[src/rtl/vec_pkg.sv]
// Shared vector-path types and sizes for the MEM gather stage.
package vec_pkg;

   localparam int unsigned LANES  = 16;
   localparam int unsigned DATA_W = 16;
   localparam int unsigned REG_W  = 5;
   localparam int unsigned IDX_W  = $clog2(LANES);

   typedef logic [DATA_W-1:0] word_t;
   typedef word_t [LANES-1:0] vec_t;
   typedef logic [REG_W-1:0]  reg_idx_t;

endpackage

[src/rtl/lane_counter.sv]
// Lane pointer for the gather buffer: advances on each enabled word, wraps after the
// last lane, and returns to lane 0 whenever the read stream pauses.
module lane_counter #(
   parameter int unsigned Lanes = 16,
   parameter int unsigned IdxW  = 4
) (
   input  logic            clk,
   input  logic            rst,
   input  logic            enable,
   output logic [IdxW-1:0] idx
);

   localparam logic [IdxW-1:0] LastIdx = IdxW'(Lanes - 1);

   always_ff @(posedge clk or negedge rst) begin
      if (!rst) begin
         idx <= '0;
      end else if (!enable) begin
         idx <= '0;
      end else if (idx == LastIdx) begin
         idx <= '0;
      end else begin
         idx <= idx + 1'b1;
      end
   end

endmodule

[src/rtl/mem_output_manager.sv]
// MEM-path gather stage: packs consecutive memory words into a lane vector and
// carries the load's destination register alongside it.
module mem_output_manager
   import vec_pkg::*;
(
   input  logic              clk,
   input  logic              rst,
   input  logic              enable_read,
   input  logic [REG_W-1:0]  RD_in,
   input  logic [DATA_W-1:0] input_data,
   output logic [REG_W-1:0]  RD_out,
   output vec_t              output_data
);

   logic [IDX_W-1:0] idx;
   vec_t             lanes_q;
   reg_idx_t         rd_q;

   lane_counter #(
      .Lanes (LANES),
      .IdxW  (IDX_W)
   ) u_lane_counter (
      .clk    (clk),
      .rst    (rst),
      .enable (enable_read),
      .idx    (idx)
   );

   // RD is sampled only on the first word of a burst; unwritten lanes keep old data.
   always_ff @(posedge clk or negedge rst) begin
      if (!rst) begin
         lanes_q <= '0;
         rd_q    <= '0;
      end else if (enable_read) begin
         lanes_q[idx] <= input_data;
         if (idx == '0) begin
            rd_q <= RD_in;
         end
      end
   end

   assign output_data = lanes_q;
   assign RD_out      = rd_q;

endmodule

[config.mk]
export PLATFORM = sky130hd
export DESIGN_NAME = mem_output_manager
export DESIGN_NICKNAME = d
export VERILOG_FILES = /design/src/rtl/vec_pkg.sv /design/src/rtl/lane_counter.sv /design/src/rtl/mem_output_manager.sv
export SDC_FILE = /design/constraint.sdc
export NUM_CORES = 1
export LEC_CHECK = 0
export CAP_MARGIN = 20
export CORE_AREA = 2 2 163 149
export CTS_CLUSTER_DIAMETER = 200
export DETAILED_ROUTE_END_ITERATION = 6
export DIE_AREA = 0 0 165 151
export DONT_BUFFER_PORTS = 1
export PLACE_DENSITY = 0.65
export SLEW_MARGIN = 20
export SYNTH_ARGS = -nofsm -noshare
export SYNTH_HDL_FRONTEND = slang
export SYNTH_SLANG_ARGS = --single-unit
[constraint.sdc]
create_clock -name clk -period 3 [get_ports clk]
set_input_delay 0.15 -clock clk [delete_from_list [all_inputs] [get_ports clk]]
set_output_delay 0.15 -clock clk [all_outputs]
set_load 0.005 [all_outputs]
==> metrics.yaml <==
max_clock_freq_mhz: 469
tritoncts: "built"
routed_wl_mm: 24.1
die_w_um: 165
final_cell_mix: "265 x dfrtp_1, 237 x mux2_2, 27 x clkbuf_16"
pin_count: 285
timing.slew.headroom: 0.424
power_leakage_uw: 0.00567
initial_core_util: 0.448
end_kind: "register"
cp.arrival_ns: 2.53
wire_per_inst_um: 25.6
slew_viol_final: 0
multi_input_area_um2: 3400
port_buffers: 0
fin_util: 0.499
critPathKind: "reg2reg"
worstSkewPairLatency_ns: 0.54
ys_seq_elements: 265
finalCriticalPeriod_ns: 2.13
layout-drive-gt1-share: 0.497
grt_remaining_overflow: 0
final_nets: 644
finalHoldViolations: 265
seq_area_frac_synth: 0.640
power.density_nw_per_um2: 748
clk_path_buf_depth: 3
ff2ff_path_depth: 3
irDropWorstVdd_mv: 0.404
die_h_um: 151
grt_pass1_wl_mm: 35.6
drt_iter0_markers: 240
synth_warnings: 0
vias_per_cell: 5.49
place_congestion: 0.724
period_share: 0.710
regArea_um2: 6630
r2r_start: "u_lane_counter.idx[3]$_DFF_PN0_"
finClkSkew_ns: 0.0199
antenna_found_initial: 1
ant_nets: 0
drt-pass1-iter-count: 4
die_area_um2: 24900
clk_pin_slew_ns: 0.06
postCtsSetupBuffers: 0
ctsResizeCount: 0
synth_cell_types: 28
synth_cells: 602
final_common_cell: "dfrtp_1"
cts_buffers: 27
cts-htree-levels: 1
cts.sinks: 265
vias: 5153
hpwl_mm: 16.1
avgSynthCellArea_um2: 17.2
violations: "negative hold slack"
finalSetupViolCount: 0
area_growth_pct: 11.3
tightest_slew_ns: 0.862
core_um2: 23100
p_total_uw: 8630
worst_hold_path_type: "in2async"
path_max_fanout: 16
grt_max_degree: 266
cts-hold-fix-buffers: 22
grt_pass1_vias: 5668
whs_ns: -0.691
fillers: 1915
status: "finished, violations left"
cp-start-kind: "register"
cap_violations: 0
syn-num-nets: 630
num_rows: 53
root_buffer: "clkbuf_16"
grt_usage: 0.189
placed_cell_area_um2: 10400
syn_area_um2: 10400
timing.setup.tns_ns: 0
crit_start: "u_lane_counter.idx[3]$_DFF_PN0_"
required_ns: 3.40
rsz0062_at_grt: "no"
drc: 0
fin_area_um2: 11500
-- registers in the layout, indices dropped and copies added, names as in the netlist --
name	flops
RD_out	5
u_lane_counter.idx	4
output_data	256
-- cells by family (layout without fill, tap and decap cells) --
family,count (synthesis),in the layout,synth area share
other cells,0,1,0
xor+xnor,1,1,0.000845
simple gates,25,25,0.0289
fa+ha+maj,4,4,0.00483
buf+inv,43,77,0.0332
compound gates,3,3,0.00169
mux,261,261,0.291
flops,265,265,0.640
-- area by class of cell --
cell class	instances	share of cell area
antenna	1	0.000217
clock buffer	42	0.0678
clock inverter	7	0.00824
inverter	3	0.000976
multi-input combinational	294	0.294
sequential	265	0.575
tap	302	0.0327
timing repair buffer	25	0.0210
-- path summary, 6_finish.rpt --
path | to | slack, ns
max in group asynchronous | output_data[128]$_DFFE_PN0P_ | 3.30
worst min register to register | output_data[230]$_DFFE_PN0P_ | 0.53
min in group clk | output_data[226]$_DFFE_PN0P_ | 0.06
worst max register to register | output_data[190]$_DFFE_PN0P_ | 0.87
worst min-delay path | output_data[14]$_DFFE_PN0P_ | -0.69
worst max-delay path | output_data[190]$_DFFE_PN0P_ | 0.87
-- worst max-delay path, cell delays in order (launching register included) --
cell	delay [ns]
dfrtp_1	0.85
and2b_1	0.28
nand3_2	0.42
mux2_2	0.44
-- metal layers --
layer / wire length [um] / global-route usage
met3: 2610 / 0.0775
met1: 9620 / 0.233
met2: 11200 / 0.303
met4: 643 / 0.0574
met5: 0 / 0
-- report_power, final --
part | internal, uW | switching, uW
registers | 4110 | 496
logic | 477 | 252
clock network | 1960 | 1340
-- cells in the mapped netlist --
library cell  instances  area share
a21boi_0              1     0.00072
a21oi_1               1     0.00048
and2_1                2      0.0012
and2b_1               2      0.0014
and3b_2               2      0.0019
buf_12                2      0.0039
buf_2                 3      0.0014
buf_4                 1     0.00072
buf_6                15       0.016
clkbuf_1             16      0.0058
clkbuf_8              3      0.0040
dfrtp_1             265        0.64
ha_1                  4      0.0048
inv_1                 3      0.0011
mux2_1                4      0.0043
mux2_2              237        0.26
mux2_4               20       0.029
nand2_1               2     0.00072
nand3_1               1     0.00048
nand3_2               6      0.0058
nand4_4               4      0.0082
nand4b_4              2      0.0046
nor2b_1               1     0.00060
nor2b_4               1      0.0013
nor3_2                1     0.00097
nor3_4                1      0.0016
o21ai_0               1     0.00048
xor2_1                1     0.00085
-- per-stage QoR --
step / worst slack, ns / std cells
5_1_grt: 0.752 / 938
3_3_place_gp: 0.989 / 867
3_5_place_dp: 0.877 / 867
6_report: 0.869 / 939
4_1_cts: 0.854 / 938
2_1_floorplan: 1.30 / 602
Power figures use the tool's default switching activity.
